===== src/rtl/multi_rate_counter_bank_pkg.sv =====
// Shared definitions for the multi-rate counter bank: count modes, default
// sizing and the flattened-bus slice helper.
package multi_rate_counter_bank_pkg;

    typedef enum logic {
        MODE_WRAP = 1'b0,
        MODE_SAT  = 1'b1
    } mode_e;

    localparam int unsigned MRC_WIDTH   = 64;
    localparam int unsigned MRC_NCH     = 4;
    localparam int unsigned MRC_SEL_W   = 2;
    localparam int unsigned MRC_DIV_W   = 8;
    localparam int unsigned MRC_DEF_DIV = 1;

    function automatic int unsigned ch_offset(input int unsigned ch, input int unsigned width);
        return ch * width;
    endfunction

endpackage


===== src/rtl/multi_rate_counter_bank_if.sv =====
// Control/status bundle of the counter bank: select/enable/clear, divisor
// write port and the flattened counter and terminal-count outputs.
interface multi_rate_counter_bank_if
    import multi_rate_counter_bank_pkg::*;
#(
    parameter int unsigned WIDTH = MRC_WIDTH,
    parameter int unsigned NCH   = MRC_NCH,
    parameter int unsigned SEL_W = MRC_SEL_W,
    parameter int unsigned DIV_W = MRC_DIV_W
) ();

    logic                   En;
    logic [SEL_W-1:0]       Slt;
    logic                   Clr;
    logic                   Sat;
    logic                   Wr_en;
    logic [SEL_W-1:0]       Wr_ch;
    logic [DIV_W-1:0]       Wr_div;
    logic [NCH*WIDTH-1:0]   Count;
    logic [NCH-1:0]         Tc;

    modport master (
        output En, Slt, Clr, Sat, Wr_en, Wr_ch, Wr_div,
        input  Count, Tc
    );

    modport slave (
        input  En, Slt, Clr, Sat, Wr_en, Wr_ch, Wr_div,
        output Count, Tc
    );

endinterface


===== src/rtl/multi_rate_counter_bank_channel.sv =====
// One counter channel: divisor register, prescaler, wrap/saturate counter and
// registered terminal-count pulse.
module multi_rate_counter_bank_channel
    import multi_rate_counter_bank_pkg::*;
#(
    parameter int unsigned WIDTH   = MRC_WIDTH,
    parameter int unsigned DIV_W   = MRC_DIV_W,
    parameter int unsigned DEF_DIV = MRC_DEF_DIV
) (
    input  logic             Clk,
    input  logic             Reset_n,
    input  logic             i_sel,
    input  logic             i_en,
    input  logic             i_clr,
    input  logic             i_sat,
    input  logic             i_wr,
    input  logic [DIV_W-1:0] i_wr_div,
    output logic [WIDTH-1:0] o_count,
    output logic             o_tc
);

    localparam logic [WIDTH-1:0] CNT_MAX = '1;

    logic [DIV_W-1:0] r_div;
    logic [DIV_W-1:0] r_pre;
    logic [WIDTH-1:0] r_count;
    logic             r_tc;

    mode_e            w_mode;
    logic             w_active;
    logic             w_tick;
    logic [WIDTH-1:0] w_next;
    logic             w_tc_next;

    assign w_mode   = mode_e'(i_sat);
    assign w_active = i_sel && i_en && (r_div != '0);
    assign w_tick   = w_active && (r_pre == r_div - DIV_W'(1));

    always_comb begin
        w_next    = r_count + WIDTH'(1);
        w_tc_next = 1'b0;
        if (r_count == CNT_MAX) begin
            if (w_mode == MODE_SAT) begin
                w_next = r_count;
            end else begin
                w_next    = '0;
                w_tc_next = 1'b1;
            end
        end else if ((w_mode == MODE_SAT) && (r_count == CNT_MAX - WIDTH'(1))) begin
            w_tc_next = 1'b1;
        end
    end

    // A divisor write is applied last so it overrides any prescaler update
    // and suppresses a coincident tick, while still combining with a clear.
    always_ff @(posedge Clk or negedge Reset_n) begin
        if (!Reset_n) begin
            r_div   <= DIV_W'(DEF_DIV);
            r_pre   <= '0;
            r_count <= '0;
            r_tc    <= 1'b0;
        end else begin
            r_tc <= 1'b0;
            if (i_sel && i_clr) begin
                r_count <= '0;
                r_pre   <= '0;
            end else if (w_tick && !i_wr) begin
                r_count <= w_next;
                r_tc    <= w_tc_next;
                r_pre   <= '0;
            end else if (w_active) begin
                r_pre <= r_pre + DIV_W'(1);
            end
            if (i_wr) begin
                r_div <= i_wr_div;
                r_pre <= '0;
            end
        end
    end

    assign o_count = r_count;
    assign o_tc    = r_tc;

endmodule


===== src/rtl/multi_rate_counter_bank.sv =====
// Bank of NCH independently divided counters; decodes the channel select and
// divisor-write index to one-hot and fans out to per-channel instances.
module multi_rate_counter_bank
    import multi_rate_counter_bank_pkg::*;
#(
    parameter int unsigned WIDTH   = MRC_WIDTH,
    parameter int unsigned NCH     = MRC_NCH,
    parameter int unsigned SEL_W   = MRC_SEL_W,
    parameter int unsigned DIV_W   = MRC_DIV_W,
    parameter int unsigned DEF_DIV = MRC_DEF_DIV
) (
    input  logic                       Clk,
    input  logic                       Reset_n,
    multi_rate_counter_bank_if.slave   bus
);

    for (genvar i = 0; i < NCH; i++) begin : g_ch
        logic w_sel;
        logic w_wr;

        // Out-of-range indices match no channel, so they are silently ignored.
        assign w_sel = (bus.Slt == SEL_W'(i));
        assign w_wr  = bus.Wr_en && (bus.Wr_ch == SEL_W'(i));

        multi_rate_counter_bank_channel #(
            .WIDTH   (WIDTH),
            .DIV_W   (DIV_W),
            .DEF_DIV (DEF_DIV)
        ) u_ch (
            .Clk      (Clk),
            .Reset_n  (Reset_n),
            .i_sel    (w_sel),
            .i_en     (bus.En),
            .i_clr    (bus.Clr),
            .i_sat    (bus.Sat),
            .i_wr     (w_wr),
            .i_wr_div (bus.Wr_div),
            .o_count  (bus.Count[ch_offset(i, WIDTH) +: WIDTH]),
            .o_tc     (bus.Tc[i])
        );
    end

endmodule


===== src/flat_wrapper.sv =====
// flat-port wrapper written by rule: the top's interface ports become plain ports
module multi_rate_counter_bank_flat import multi_rate_counter_bank_pkg::*;
#(
    parameter int unsigned WIDTH   = MRC_WIDTH,
    parameter int unsigned NCH     = MRC_NCH,
    parameter int unsigned SEL_W   = MRC_SEL_W,
    parameter int unsigned DIV_W   = MRC_DIV_W,
    parameter int unsigned DEF_DIV = MRC_DEF_DIV
)
  (Clk, Reset_n, bus_En, bus_Slt, bus_Clr, bus_Sat, bus_Wr_en, bus_Wr_ch, bus_Wr_div, bus_Count, bus_Tc);
  multi_rate_counter_bank_if #(.WIDTH(WIDTH), .NCH(NCH), .SEL_W(SEL_W), .DIV_W(DIV_W)) bus_i ();
  input  logic Clk;
  input  logic Reset_n;
  input wire logic [$bits(bus_i.En)-1:0] bus_En;
  input wire logic [$bits(bus_i.Slt)-1:0] bus_Slt;
  input wire logic [$bits(bus_i.Clr)-1:0] bus_Clr;
  input wire logic [$bits(bus_i.Sat)-1:0] bus_Sat;
  input wire logic [$bits(bus_i.Wr_en)-1:0] bus_Wr_en;
  input wire logic [$bits(bus_i.Wr_ch)-1:0] bus_Wr_ch;
  input wire logic [$bits(bus_i.Wr_div)-1:0] bus_Wr_div;
  output wire logic [$bits(bus_i.Count)-1:0] bus_Count;
  output wire logic [$bits(bus_i.Tc)-1:0] bus_Tc;
  assign bus_i.En = bus_En;
  assign bus_i.Slt = bus_Slt;
  assign bus_i.Clr = bus_Clr;
  assign bus_i.Sat = bus_Sat;
  assign bus_i.Wr_en = bus_Wr_en;
  assign bus_i.Wr_ch = bus_Wr_ch;
  assign bus_i.Wr_div = bus_Wr_div;
  assign bus_Count = bus_i.Count;
  assign bus_Tc = bus_i.Tc;
  multi_rate_counter_bank #(.WIDTH(WIDTH), .NCH(NCH), .SEL_W(SEL_W), .DIV_W(DIV_W), .DEF_DIV(DEF_DIV)) u_core (.Clk(Clk), .Reset_n(Reset_n), .bus(bus_i));
endmodule

===== config.mk =====
export PLATFORM = sky130hd
export DESIGN_NAME = multi_rate_counter_bank_flat
export DESIGN_NICKNAME = d
export VERILOG_FILES = /design/src/rtl/multi_rate_counter_bank_pkg.sv /design/src/rtl/multi_rate_counter_bank_if.sv /design/src/rtl/multi_rate_counter_bank_channel.sv /design/src/rtl/multi_rate_counter_bank.sv /design/src/flat_wrapper.sv
export SDC_FILE = /design/constraint.sdc
export NUM_CORES = 1
export LEC_CHECK = 0
export BUFFER_PORTS_ARGS = -buffer_cell sky130_fd_sc_hd__buf_4
export CAP_MARGIN = 20
export CORE_UTILIZATION = 56
export CTS_BUF_LIST = sky130_fd_sc_hd__clkbuf_2 sky130_fd_sc_hd__clkbuf_4 sky130_fd_sc_hd__clkbuf_8
export DETAILED_ROUTE_END_ITERATION = 10
export GPL_TIMING_DRIVEN = 1
export PLACE_DENSITY = 0.88
export REMOVE_ABC_BUFFERS = 1
export SYNTH_ARGS = -nofsm -noshare
export SYNTH_HDL_FRONTEND = slang
export SYNTH_SLANG_ARGS = --single-unit
export TNS_END_PERCENT = 50

===== constraint.sdc =====
create_clock -name Clk -period 6.8 [get_ports Clk]
set_input_delay 0.34 -clock Clk [delete_from_list [all_inputs] [get_ports Clk]]
set_output_delay 0.34 -clock Clk [all_outputs]
set_load 0.02 [all_outputs]

=== Word level (Yosys, flattened, before mapping) ===
Index checks and enable logic that the tools add are counted.

* Shift-type cells: 0
* $add $sub $neg: 12
* Eq/ne operators: 22
* Reduce and logical (&&, ||, !) cells: 50
* Order comparisons: 0
* Divide/modulo/power cells: 0
* Mux-type cells: 46
* $mul: 0
* Bitwise gates (word level): 0

{| class="wikitable"
|+ Operators with widths
! operator !! count
|-
| $mux W64 || 13
|-
| $eq A64 B64 Y1 const B || 8
|-
| $add A64 B1 Y64 const B || 4
|-
| $mux W8 || 16
|-
| $add A8 B1 Y8 const B || 4
|-
| $eq A8 B8 Y1 || 4
|-
| $reduce_bool A8 Y1 || 4
|-
| $sub A8 B1 Y8 const B || 4
|-
| $logic_and A1 B1 Y1 || 28
|-
| $mux W1 || 17
|-
| $reduce_bool A4 Y1 || 4
|-
| $ne A3 B2 Y1 const B || 4
|-
| $eq A2 B2 Y1 const B || 4
|-
| $reduce_and A2 Y1 || 4
|-
| $reduce_bool A2 Y1 || 4
|-
| $eq A2 B1 Y1 const B || 2
|-
| $logic_not A1 Y1 || 4
|-
| $logic_not A2 Y1 || 2
|}

* Latch bits: 0
* Output and inout port bits: 260
* Word-level logic and storage cells: 146
* Memories: 0
* Bits in writable memories: 0
* Memory bits (read-only): 0
* Bits in registers: 324

=== Logic depth before layout (Yosys ltp) ===
* Word-level depth: 8
* Gate-level depth with buffers: 12

=== Modules after synthesis ===
From an unflattened synthesis, not the netlist that was laid out.

* Cells, all modules: 2240
* Area total of the unflattened synthesis: 19306.0 sq um

{| class="wikitable"
|+ By module, submodules not included
! module !! times used !! cells each !! area an instance (sq um) !! sequential area each (sq um)
|-
| multi_rate_counter_bank_channel (u_core.g_ch[0].u_ch ...) || 3 || 556 || 4790.8 || 2028.2
|-
| multi_rate_counter_bank_channel (u_core.g_ch[1].u_ch) || 1 || 564 || 4873.4 || 2028.2
|-
| multi_rate_counter_bank || 1 || 8 || 60.1 || 0.0
|}

=== Worst setup path after synthesis ===
Ideal clock, no wire load.

* Path kind: register -> register
* Start point: reg u_core.g_ch[2].u_ch.r_div[0]
* End point: reg u_core.g_ch[2].u_ch.r_count[59]
* Data required time: 6.731 ns
* Data arrival time: 2.806 ns
* Path slack: 3.925 ns
* Stages on the path, launching flop included: 10
* Cells stage by stage: dfstp_2 inv_1 ha_1 nor3b_1 a21oi_1 o221ai_1 or4_1 or2_1 or4_1 nand3_1

* Cells in the longest elaborated chain, start to end: 6
* Elaborated cells on any way between the ends: 8

{| class="wikitable"
|+ Ends and longest elaborated chain
! what !! line !! text
|-
| start: declaration || multi_rate_counter_bank_channel.sv:24 || <nowiki>logic [DIV_W-1:0] r_div;</nowiki>
|-
| start signal: assignment || multi_rate_counter_bank_channel.sv:58 || <nowiki>r_div <= DIV_W'(DEF_DIV);</nowiki>
|-
| start signal: assignment || multi_rate_counter_bank_channel.sv:75 || <nowiki>r_div <= i_wr_div;</nowiki>
|-
| $sub A8 B1 Y8 or $reduce_bool A8 Y1 (tied branches) || multi_rate_counter_bank_channel.sv:37, multi_rate_counter_bank_channel.sv:36 ||
|-
| $eq A8 B8 Y1 or $logic_and A1 B1 Y1 (tied branches) || multi_rate_counter_bank_channel.sv:37, multi_rate_counter_bank_channel.sv:36 ||
|-
| $logic_and A1 B1 Y1 (*) || multi_rate_counter_bank_channel.sv:37 || <nowiki>assign w_tick = w_active && (r_pre == r_div - DIV_W'(1));</nowiki>
|-
| $logic_and A1 B1 Y1 (*) || multi_rate_counter_bank_channel.sv:67 || <nowiki>end else if (w_tick && !i_wr) begin</nowiki>
|-
| $reduce_bool A2 Y1 (no source line) (*) || - ||
|-
| $reduce_and A2 Y1 (no source line) (*) || - ||
|-
| end signal: assignment || multi_rate_counter_bank_channel.sv:68 || <nowiki>r_count <= w_next;</nowiki>
|-
| end: declaration || multi_rate_counter_bank_channel.sv:26 || <nowiki>logic [WIDTH-1:0] r_count;</nowiki>
|}

Mark *: on every way between the ends. The rest lies on a longest branch, timed or not.
A chain may end at the register's enable or synchronous reset.

=== Worst setup path after layout ===
* Start point: reg u_core.g_ch[3].u_ch.r_div[2]
* End point: reg u_core.g_ch[3].u_ch.r_count[63]

* Cells in the longest elaborated chain, start to end: 6
* Elaborated cells on any way between the ends: 8

{| class="wikitable"
|+ Ends and longest elaborated chain
! what !! line
|-
| start: declaration || multi_rate_counter_bank_channel.sv:24
|-
| start signal: assignment || multi_rate_counter_bank_channel.sv:58
|-
| start signal: assignment || multi_rate_counter_bank_channel.sv:75
|-
| $sub A8 B1 Y8 or $reduce_bool A8 Y1 (tied branches) || multi_rate_counter_bank_channel.sv:37, multi_rate_counter_bank_channel.sv:36
|-
| $eq A8 B8 Y1 or $logic_and A1 B1 Y1 (tied branches) || multi_rate_counter_bank_channel.sv:37, multi_rate_counter_bank_channel.sv:36
|-
| $logic_and A1 B1 Y1 (*) || multi_rate_counter_bank_channel.sv:37
|-
| $logic_and A1 B1 Y1 (*) || multi_rate_counter_bank_channel.sv:67
|-
| $reduce_bool A2 Y1 (no source line) (*) || -
|-
| $reduce_and A2 Y1 (no source line) (*) || -
|-
| end signal: assignment || multi_rate_counter_bank_channel.sv:68
|-
| end: declaration || multi_rate_counter_bank_channel.sv:26
|}

Marks and branches as above.

==> impl_summary.md <==
Routing
The count of nets left with antenna violations once routing finished came out at 0. Using the TritonRoute via totals, the vias-per-cell ratio works out to 6.64. The routed layout has 19600 vias.

In the final routed layout, each cell accounts on average for 19.1 um. The total wire length after detailed routing is 56300 um. After detailed routing, the number of remaining DRC violations is 0.

The number of design-rule violations left by the first detailed-router iteration is 2139. The first TritonRoute pass finished after 7 iterations.

Run
Max-cap violations in this run came to 0.

Critical path
Together, buffers and inverters on the worst path number 1. The critical path is of the reg -> reg type. The most critical setup path has its endpoint at u_core.g_ch[3].u_ch.o_count[63].

The path depth of the worst reg2reg path is 8. For the worst setup path, the data arrival time is 4.62 ns. The startpoint identified for the worst register-to-register timing path is u_core.g_ch[3].u_ch.r_div[2]. The total number of cells along the worst setup path is 8. Of all nets on the critical path, the largest fanout is 57. For this design, the slowest cell found on the critical path is sky130_fd_sc_hd__nand4_1.

The top cell family by delay on the critical path is simple AND/OR/NAND/NOR gates. In this design, the stage delay of the slowest critical-path cell is 0.75 ns. The critical register-to-register path endpoint is u_core.g_ch[3].u_ch.o_count[63].

The worst setup path is captured at a register. The worst-case register-to-register setup slack is 2.70 ns. Tracing the worst setup path back leads to its startpoint at u_core.g_ch[3].u_ch.r_div[2]. STA classifies the critical path startpoint as a register. The signal on the critical path passes through or4_4, or3_1, a22oi_1, nand4_1, o21a_2, buf_12, or4_1, a21oi_1. The critical path data required time is 7.32 ns.

Synth
The sequential cell area fraction in the yosys report is 42.8%. The count of flip-flops with a built-in enable after synthesis is 0. The cell area that synthesis handed to floorplanning was 18900 um^2. The Yosys warning count is 0. The gate count after technology mapping is 2215. In this run the mean area of a mapped cell was 8.55 um^2. The number of different library cells used by synthesis comes to 67. The post-synthesis sequential element count is 324. The fraction of registers with async set or reset after synthesis is 100%. The prevailing post-synth register cell is sky130_fd_sc_hd__dfrtp_1.

Power
The leakage power is 9.14 nW. The total power consumption of the routed design is 4.38 mW. Across the VDD grid, the largest voltage drop is 155 uV. For this design the ratio of total power to cell area is 194 nW/um^2.

Layout
The most common library cell in the layout ignoring fill and taps is sky130_fd_sc_hd__dfrtp_1. The number of nets in the layout is 2505. The top cell types in the final layout, fill and taps aside, are sky130_fd_sc_hd__dfrtp_1, sky130_fd_sc_hd__buf_4, sky130_fd_sc_hd__o21ai_0. Measured on the finished design, the core utilization comes to 68.9%.

The ratio of cells with drive above 1 in the final layout is 18.4%. The design area is 22600 um^2. The signed area change from the synthesized netlist to the final layout is 19.5%.

STA
The smallest clock period supported by the final layout is computed as 4.10 ns. The number of setup violations in the final report is 0. The final setup skew is 0.0235 ns.

The number of hold violations in the final report came to 0. Adding up every negative setup slack in the final design gives 0 ns. The worst path uses 60.3% of the clock period. The count of final max-slew check failures was 0. Timing would allow up to 244 MHz.

The worst pin sits at a relative slew slack of 25.8%. The actual slew at the worst max-slew pin is 1.10 ns. Setup repair after global routing left no endpoint under its margin.

Clocking
The number of CTS-inserted buffers is 56. The clock insertion delay at the later pin of the skew report is 0.60 ns. Clock-pin slew was measured on the worst setup and hold paths at 0.06 ns.

The number of gates resized after CTS is 0. After clock tree synthesis, the flow added hold-fix buffers numbering 9. The clock sink count is 324. The cell sitting at the root of the clock tree is a sky130_fd_sc_hd__clkbuf_8. In this run the deepest clock path goes through 3 buffers. The H-tree was split into 2 levels. TritonCTS built the clock tree. Buffers added to address setup during post-CTS repair amount to 0.

Placement
Once placement finished, the instance area stood at 21300 um^2. The count of port buffers added during placement is 277. The congestion estimate from routability-driven global placement came to 0.907. The post-DP HPWL is 37400 um.

Floorplanning
The height of the die is 186 um. The die is 186 um wide. The die outline area is 34600 um^2. Row generation in the floorplan step produced 66 rows.

In this run the count of I/O pins placed on the die edge is 278. For this configuration, the core starts out at a cell density of 57.6%. The core region is 32900 um^2.

GRT
The via count of the first global-routing pass is 18200. The initial antenna violation count is 1. Summed over all layers, the global routing overflow is 0. The first global-routing pass estimated 90900 um of wire.

Entering global routing, the biggest net connects 176 pins. Global routing consumed, over all layers together, 32.0% of the routing resources.

Outcome
The run finished with clean final reports.

Hold path
The min-delay analysis places its worst path in the category in -> reg.
-- per-layer routing --
metal	global-route usage, %	wire, um	vias up	share of wire (%)
met5	0	0	-	0
met4	11.3	1520	0	2.7
met3	6.30	5830	181	10
met2	51.5	26400	1184	47
met1	42.9	22500	9408	40
li1	-	-	8845	-
-- layout make-up --
| cell class | count | area (um^2) |
|---|---|---|
| fill | 2531 | 10200 |
| clock inverter | 9 | 50.0 |
| tap | 442 | 553 |
| clock buffer | 92 | 1150 |
| inverter | 47 | 176 |
| timing repair buffer | 303 | 2350 |
| sequential | 324 | 8110 |
| antenna | 1 | 2.50 |
| multi-input combinational | 1735 | 10200 |
-- per-stage QoR --
stage / setup slack, ns / hold WS (ns) / std cells
after floorplan: 2.94 / 0.0444 / 2106
after global placement: 2.89 / 0.349 / 2840
after detailed placement: 2.79 / 0.350 / 2841
after CTS: 2.76 / 0.110 / 2951
after global routing: 2.44 / 0.151 / 2953
final: 2.70 / 0.149 / 2953
-- registers in the layout, summed over array words and instances, names as in the netlist --
name and cells:
u_core.g_ch.u_ch.r_div 32, u_core.g_ch.u_ch.o_tc 4, u_core.g_ch.u_ch.r_pre 32, u_core.g_ch.u_ch.o_count 256
-- synthesized netlist by cell type, types with 4 or more instances --
library cell,count,share of area [%]
sky130_fd_sc_hd__ha_1,20,1.3
sky130_fd_sc_hd__xor2_1,35,1.6
sky130_fd_sc_hd__nor2b_1,12,0.40
sky130_fd_sc_hd__nand2b_1,10,0.33
sky130_fd_sc_hd__clkbuf_1,80,1.6
sky130_fd_sc_hd__dfrtp_1,320,42
sky130_fd_sc_hd__o41ai_1,11,0.51
sky130_fd_sc_hd__or2_2,14,0.46
sky130_fd_sc_hd__or3_1,81,2.7
sky130_fd_sc_hd__dfstp_2,4,0.56
sky130_fd_sc_hd__nor2_1,166,3.3
sky130_fd_sc_hd__a21oi_1,148,3.9
sky130_fd_sc_hd__buf_4,5,0.20
sky130_fd_sc_hd__or4_1,74,2.9
sky130_fd_sc_hd__o31ai_1,94,3.7
sky130_fd_sc_hd__a21o_1,6,0.24
sky130_fd_sc_hd__o21a_1,5,0.20
sky130_fd_sc_hd__and2_1,22,0.73
sky130_fd_sc_hd__and4_1,27,1.2
sky130_fd_sc_hd__and3_1,42,1.4
sky130_fd_sc_hd__nor4b_1,6,0.28
sky130_fd_sc_hd__o21ai_0,227,6.0
sky130_fd_sc_hd__buf_1,5,0.099
sky130_fd_sc_hd__o211ai_1,7,0.28
sky130_fd_sc_hd__mux2i_1,7,0.37
sky130_fd_sc_hd__nand4_1,131,4.3
sky130_fd_sc_hd__nor3_1,72,1.9
sky130_fd_sc_hd__nor4_2,4,0.26
sky130_fd_sc_hd__nand2_1,208,4.1
sky130_fd_sc_hd__nor4_1,45,1.5
sky130_fd_sc_hd__nand3_1,116,3.1
sky130_fd_sc_hd__nand3b_1,8,0.32
sky130_fd_sc_hd__xnor2_1,42,1.9
sky130_fd_sc_hd__nor3b_1,7,0.28
sky130_fd_sc_hd__inv_1,47,0.93
sky130_fd_sc_hd__a31oi_1,24,0.79
sky130_fd_sc_hd__buf_2,17,0.45
sky130_fd_sc_hd__mux2_2,23,1.4
-- report_power, final --
part	internal (mW)	total, mW	switching, mW
combinational	0.162	0.413	0.251
sequential	1.99	2.08	0.0911
clock	1.06	1.89	0.824
-- worst min-delay path, cell delays in order --
cell and delay, ns:
sky130_fd_sc_hd__buf_4 0.10, sky130_fd_sc_hd__nor3b_2 0.13, sky130_fd_sc_hd__nand2_1 0.10, sky130_fd_sc_hd__o21ai_0 0.07
-- how the worst min path moves through the flow --
stage	start	to	slack, ns	cells after the start
after floorplan	Reset_n	u_core.g_ch[0].u_ch.o_count[0]	0.04	0
after global placement	Reset_n	u_core.g_ch[3].u_ch.o_count[9]	0.35	1
after detailed placement	Reset_n	u_core.g_ch[3].u_ch.o_count[9]	0.35	1
after CTS	bus_Wr_ch[0]	u_core.g_ch[0].u_ch.r_div[0]	0.11	4
after global routing	bus_Wr_ch[1]	u_core.g_ch[0].u_ch.r_div[0]	0.15	4
final	bus_Wr_ch[0]	u_core.g_ch[0].u_ch.r_div[0]	0.15	4
-- kinds of logic after synthesis --
kind of cell	Yosys count	share of synthesized area, %
buf+inv	156	3.32
mux	30	1.74
xor+xnor	77	3.56
simple gates	1063	30.4
flops	324	42.8
fa+ha+maj	20	1.32
compound gates	545	16.8
Note: power is estimated with default switching activity, not from simulation.
